## config.mk

```make
export PLATFORM = sky130hd
export DESIGN_NAME = sram_2p_march_bist_ctrl
export DESIGN_NICKNAME = d
export VERILOG_FILES = /design/src/rtl/sram_2p_march_bist_ctrl.sv
export SDC_FILE = /design/constraint.sdc
export NUM_CORES = 1
export LEC_CHECK = 0
export ABC_AREA = 0
export BUFFER_PORTS_ARGS = -buffer_cell sky130_fd_sc_hd__buf_4
export CAP_MARGIN = 15
export CORE_ASPECT_RATIO = 1.2
export CORE_MARGIN = 2
export CORE_UTILIZATION = 45
export CTS_CLUSTER_SIZE = 10
export DETAILED_ROUTE_END_ITERATION = 6
export HOLD_SLACK_MARGIN = 0.08
export PLACE_DENSITY = 0.78
export SYNTH_ARGS = -nofsm -noshare
export SYNTH_HDL_FRONTEND = slang
export SYNTH_SLANG_ARGS = --single-unit
```

## constraint.sdc

```tcl
create_clock -name CLK -period 7.3 [get_ports CLK]
set_input_delay 1.46 -clock CLK [delete_from_list [all_inputs] [get_ports CLK]]
set_output_delay 1.46 -clock CLK [all_outputs]
set_load 0.02 [all_outputs]
```

## src/rtl/sram_2p_march_bist_ctrl.sv

```systemverilog
// March C- BIST engine for one port of a 2-port SRAM macro (drives the macro BIST mux pins).
// Optional first-failure diagnostics (FAIL_ADDR/FAIL_ELEM/FAIL_BITS) enabled by `define BIST_DIAG_EN.
module sram_2p_march_bist_ctrl #(
  parameter int unsigned DW       = 32,
  parameter int unsigned AW       = 8,
  parameter int unsigned READ_LAT = 1
) (
  input  logic          CLK,
  input  logic          RST,
  input  logic          START,
  output logic          BUSY,
  output logic          DONE,
  output logic          FAIL,
  output logic          BIST_EN,
  output logic          BIST_MEN,
  output logic          BIST_WEN,
  output logic          BIST_REN,
  output logic [AW-1:0] BIST_ADDR,
  output logic [DW-1:0] BIST_DIN,
  output logic [DW-1:0] BIST_BM,
  input  logic [DW-1:0] BIST_DOUT
`ifdef BIST_DIAG_EN
  ,
  output logic [AW-1:0] FAIL_ADDR,
  output logic [2:0]    FAIL_ELEM,
  output logic [DW-1:0] FAIL_BITS
`endif
);

  typedef enum logic [1:0] {StIdle, StRun, StDrain, StFin} state_e;

  localparam int unsigned   CntW    = (READ_LAT > 1) ? $clog2(READ_LAT) : 1;
  localparam logic [AW-1:0] AddrTop = {AW{1'b1}};
  localparam logic [DW-1:0] Ones    = {DW{1'b1}};
  localparam logic [DW-1:0] Zeros   = {DW{1'b0}};

  state_e          state_q;
  logic [2:0]      elem_q;
  logic            op_q;
  logic [AW-1:0]   addr_q;
  logic [DW-1:0]   exp_q;
  logic [CntW-1:0] drain_cnt_q;

  logic            pipe_vld_q  [READ_LAT];
  logic [DW-1:0]   pipe_exp_q  [READ_LAT];
`ifdef BIST_DIAG_EN
  logic [AW-1:0]   pipe_addr_q [READ_LAT];
  logic [2:0]      pipe_elem_q [READ_LAT];
`endif

  logic            elem_desc;
  logic            elem_single;
  logic            addr_end;
  logic            run_last;
  logic [2:0]      ld_elem;
  logic            ld_op;
  logic [AW-1:0]   ld_addr;
  logic            ld_rd;
  logic [DW-1:0]   ld_wdata;
  logic [DW-1:0]   ld_rexp;
  logic [DW-1:0]   cmp_exp;
  logic            mismatch;

  // Next op to present; from IDLE this is the first op of E0.
  always_comb begin
    elem_desc   = (elem_q == 3'd3) || (elem_q == 3'd4);
    elem_single = (elem_q == 3'd0) || (elem_q == 3'd5);
    addr_end    = elem_desc ? (addr_q == '0) : (addr_q == AddrTop);
    run_last    = (elem_q == 3'd5) && addr_end;
    ld_elem     = elem_q;
    ld_op       = 1'b0;
    ld_addr     = addr_q;
    if (state_q == StIdle) begin
      ld_elem = 3'd0;
      ld_addr = '0;
    end else if (!elem_single && !op_q) begin
      ld_op = 1'b1;
    end else if (addr_end) begin
      ld_elem = elem_q + 3'd1;
      ld_addr = ((ld_elem == 3'd3) || (ld_elem == 3'd4)) ? AddrTop : '0;
    end else if (elem_desc) begin
      ld_addr = addr_q - AW'(1);
    end else begin
      ld_addr = addr_q + AW'(1);
    end
    ld_rd    = (ld_elem == 3'd5) || ((ld_elem != 3'd0) && !ld_op);
    ld_wdata = ld_elem[0] ? Ones : Zeros;
    ld_rexp  = ((ld_elem == 3'd2) || (ld_elem == 3'd4)) ? Ones : Zeros;
  end

  // Written so that an X/Z on DOUT falls through to a mismatch.
  always_comb begin
    cmp_exp  = pipe_exp_q[READ_LAT-1];
    mismatch = 1'b1;
    if (BIST_DOUT == cmp_exp) begin
      mismatch = 1'b0;
    end
  end

  always_ff @(posedge CLK) begin
    if (RST) begin
      state_q     <= StIdle;
      elem_q      <= 3'd0;
      op_q        <= 1'b0;
      addr_q      <= '0;
      exp_q       <= '0;
      drain_cnt_q <= '0;
      BUSY        <= 1'b0;
      DONE        <= 1'b0;
      FAIL        <= 1'b0;
      BIST_EN     <= 1'b0;
      BIST_MEN    <= 1'b0;
      BIST_WEN    <= 1'b0;
      BIST_REN    <= 1'b0;
      BIST_ADDR   <= '0;
      BIST_DIN    <= '0;
      BIST_BM     <= '0;
      for (int i = 0; i < int'(READ_LAT); i++) begin
        pipe_vld_q[i] <= 1'b0;
        pipe_exp_q[i] <= '0;
`ifdef BIST_DIAG_EN
        pipe_addr_q[i] <= '0;
        pipe_elem_q[i] <= 3'd0;
`endif
      end
`ifdef BIST_DIAG_EN
      FAIL_ADDR <= '0;
      FAIL_ELEM <= 3'd0;
      FAIL_BITS <= '0;
`endif
    end else begin
      pipe_vld_q[0] <= BIST_REN;
      pipe_exp_q[0] <= exp_q;
`ifdef BIST_DIAG_EN
      pipe_addr_q[0] <= addr_q;
      pipe_elem_q[0] <= elem_q;
`endif
      for (int i = 1; i < int'(READ_LAT); i++) begin
        pipe_vld_q[i] <= pipe_vld_q[i-1];
        pipe_exp_q[i] <= pipe_exp_q[i-1];
`ifdef BIST_DIAG_EN
        pipe_addr_q[i] <= pipe_addr_q[i-1];
        pipe_elem_q[i] <= pipe_elem_q[i-1];
`endif
      end

      if (pipe_vld_q[READ_LAT-1] && mismatch) begin
        FAIL <= 1'b1;
`ifdef BIST_DIAG_EN
        if (!FAIL) begin
          FAIL_ADDR <= pipe_addr_q[READ_LAT-1];
          FAIL_ELEM <= pipe_elem_q[READ_LAT-1];
          FAIL_BITS <= BIST_DOUT ^ cmp_exp;
        end
`endif
      end

      unique case (state_q)
        StIdle: begin
          if (START) begin
            state_q <= StRun;
            BUSY    <= 1'b1;
            DONE    <= 1'b0;
            FAIL    <= 1'b0;
            BIST_EN <= 1'b1;
`ifdef BIST_DIAG_EN
            FAIL_ADDR <= '0;
            FAIL_ELEM <= 3'd0;
            FAIL_BITS <= '0;
`endif
          end
        end
        StRun: begin
          if (run_last) begin
            state_q     <= StDrain;
            drain_cnt_q <= '0;
          end
        end
        StDrain: begin
          if (drain_cnt_q == CntW'(READ_LAT - 1)) begin
            state_q <= StFin;
          end else begin
            drain_cnt_q <= drain_cnt_q + CntW'(1);
          end
        end
        StFin: begin
          state_q <= StIdle;
          BUSY    <= 1'b0;
          DONE    <= 1'b1;
          BIST_EN <= 1'b0;
        end
        default: state_q <= StIdle;
      endcase

      // Present the next op on START or while the run continues; otherwise park the pins.
      if ((state_q == StIdle && START) || (state_q == StRun && !run_last)) begin
        elem_q    <= ld_elem;
        op_q      <= ld_op;
        addr_q    <= ld_addr;
        exp_q     <= ld_rd ? ld_rexp : Zeros;
        BIST_MEN  <= 1'b1;
        BIST_REN  <= ld_rd;
        BIST_WEN  <= !ld_rd;
        BIST_ADDR <= ld_addr;
        BIST_DIN  <= ld_rd ? Zeros : ld_wdata;
        BIST_BM   <= ld_rd ? Zeros : Ones;
      end else begin
        BIST_MEN  <= 1'b0;
        BIST_REN  <= 1'b0;
        BIST_WEN  <= 1'b0;
        BIST_ADDR <= '0;
        BIST_DIN  <= '0;
        BIST_BM   <= '0;
      end
    end
  end

endmodule
```

==> qor.yml <==
status:
  status: "finished, final reports clean"
sta:
  tightest_slew_ns: 0.9235
  fin_ws_ns: 4.345
  hold_ws_ns: 0.4668
  clock.fmax_mhz: 338.4
  finalCritPeriodShare: 0.4049
  min_period_ns: 2.955
  hold_viol: 0
  timing.final.max_slew_violations: 0
  setup_viol: 0
  tns_ns: 0
  rsz0062_at_grt: "no"
  skew_ns: 0.001068
  slew_headroom: 0.3835
yosys:
  synthDistinctLibCells: 52
  synth_top_area_frac: 0.2599
  yosysWarnings: 0
  synthSimpleGateAreaFrac: 0.2086
  synth_top_family_by_area: "buffers and inverters"
  synth_xor_area_frac: 0.03198
  syn-num-nets: 349
  syn_avg_cell_area_sq_um: 8.216
  synth.largest_area_cell: "dfxtp_1"
  synthMuxAreaShare: 0.01320
  synth-compound-area-share: 0.1878
  ys_ff_latch: 32
  syn-cell-area_sq_mm: 0.002465
  synth_fa_ha_area_frac: 0.07411
  yosysSeqAreaShare: 0.2599
  yosys-top-cells-area: "dfxtp_1 (26%), buf_4 (19%), ha_1 (6.6%)"
  synthCells: 300
critical_path:
  crit_path_max_incr_delay_ns: 0.93
  arrival_ns: 1.50
  reg2reg_depth: 10
  path_max_fanout: 32
  end_kind: "primary output"
  ff2ff_setup_slack_ns: 4.40
  rr_startpoint: "elem_q[0]"
  critical_path_class: "reg -> out"
  critPathTopFamily: "flip-flops"
  cp_slowest_cell: "dfxtp_1"
  critPathLaunchType: "flip-flop"
  cp.required_ns: 5.84
  cp_cell_sequence: "buf_4"
  critPathBufInv: 1
  r2r_end: "BIST_ADDR[6]"
min_path:
  min_delay_path_depth: 1
  hold_class: "reg -> reg"
  hp-start: "exp_q[30]"
  hold_end: "pipe_exp_q[0][30]"
drt:
  wirelength_mm: 5.999
  vias: 2211
  firstDrtPassIters: 4
  drtAntennaViolNets: 0
  drc: 0
  vias_per_cell: 5.367
  drt_iter0_drc: 51
  wl_per_cell_um: 14.56
clocking:
  tritoncts: "built"
  root_buffer: "clkbuf_8"
  cts.sinks: 32
  hold_buffers: 0
  clk_path_buf_depth: 2
  cts_htree_levels: 2
  post_cts_resized: 0
  path_clk_slew_ns: 0.06
  clkLatencyLatePin_ns: 0.28
  cts_buffers: 5
  cts_setup_buffers: 0
cells_and_area:
  fin_nets: 398
  area_delta_synth_final_pct: 20.30
  nFillCells: 502
  seqCellArea_sq_um: 640.6
  layout-drive-gt1-share: 0.3943
  post-route-util: 0.5598
  multiInputGateArea_sq_mm: 0.001271
  diodes: 0
grt:
  grt_pass1_wl_mm: 9.004
  grt_max_degree: 34
  grt_pass1_vias: 1906
  grt-ovfl-total: 0
  antenna_found_initial: 0
  grt_use_total: 0.1829
job:
  cap_violations: 0
floorplan:
  boundaryPins: 114
  std_cell_rows: 29
  die_x_um: 71.56
  start_util: 0.4653
  dieArea_sq_mm: 0.006088
  core_area_sq_mm: 0.005298
  die_height_um: 85.08
placement:
  pre_cts_slack_ns: 4.436
  dp_hpwl_mm: 4.624
  finalWeightedCongestion: 0.8730
  portBuffers: 113
power_and_ir_drop:
  power_uw: 715.0
  ir_drop_uv: 127.9
  leakagePower_nw: 1.324
  p_per_area_mw_per_mm2: 241.1
## cell type report
cell class | count | area share
Multi-Input combinational cell | 187 | 0.4287
Clock buffer | 8 | 0.03038
Tap cell | 62 | 0.02616
Sequential cell | 32 | 0.2160
Timing Repair Buffer | 113 | 0.2861
Inverter | 10 | 0.01266
## stage by stage
step | area, sq um | instances
final | 2965 | 412
after global routing | 2965 | 412
after CTS | 2965 | 412
after detailed placement | 2875 | 404
after global placement | 2875 | 404
after floorplan | 2465 | 300
## how the worst max path moves through the flow
stage                        from            to  slack, ns  cells past startpoint
finish               BIST_DIN[30]   BIST_DIN[2]       4.34                      1
global route          BIST_BM[30]   BIST_BM[31]       4.21                      1
CTS                   BIST_BM[30]   BIST_BM[31]       4.33                      1
detailed placement      elem_q[0]  BIST_ADDR[6]       4.44                     10
global placement    BIST_DOUT[12]          FAIL       4.48                      6
floorplan             BIST_BM[30]    BIST_BM[0]       4.65                      1
## report_power, final
group / switching (mW) / leakage, nW / internal (mW)
sequential: 0.0273 / 0.259 / 0.191
combinational: 0.214 / 1.02 / 0.142
clock: 0.0641 / 0.0455 / 0.0768
## Yosys cell counts, drive strengths merged
master,instances
buf,67
dfxtp,32
nor2,24
a21oi,19
nand2,17
o21ai,17
nor3,16
ha,13
a211oi,10
inv,10
nand3,9
xnor2,8
nand4,7
nor4,7
a31oi,5
clkbuf,4
nor2b,4
o21a,4
or4,3
a21o,2
mux2,2
o21bai,2
a211o,1
a31o,1
and2,1
and3b,1
and4,1
fa,1
mux2i,1
nand2b,1
nor3b,1
o22a,1
o22ai,1
o311a,1
o31a,1
o31ai,1
o41ai,1
or3,1
or4b,1
xor2,1
## sequential cells by signal, summed over array words and instances, names as in the netlist, 2 cells and up
| register | flops |
|---|---|
| elem_q | 3 |
| state_q | 2 |
| BIST_ADDR | 8 |
| addr_q | 8 |
## cell families after synthesis
group	Yosys count
AOI/OAI and AO/OA	67
xor gates and xnor gates	9
adders and majority gates	14
buffers and inverters	81
DFF	32
muxes	3
and+or+nand+nor	94
## layout by cell type, fill, tap and decap left out, types with 8 or more instances in the layout
master,Yosys,routed
buf_4,64,113
dfxtp_1,32,32
nor2_1,23,23
a21oi_1,18,18
nand2_1,17,17
o21ai_0,15,15
nor3_1,13,13
ha_1,13,13
inv_1,9,9
nand3_1,9,9
xnor2_1,8,8
## routing by layer
metal | up-vias | part of all wire | track usage
li1 | 1096 | - | -
met1 | 1016 | 0.38 | 0.1963
met2 | 88 | 0.50 | 0.3308
met3 | 11 | 0.10 | 0.06057
met4 | 0 | 0.017 | 0.06346
met5 | - | 0 | 0
No activity file was read; power rests on OpenSTA's default activity.
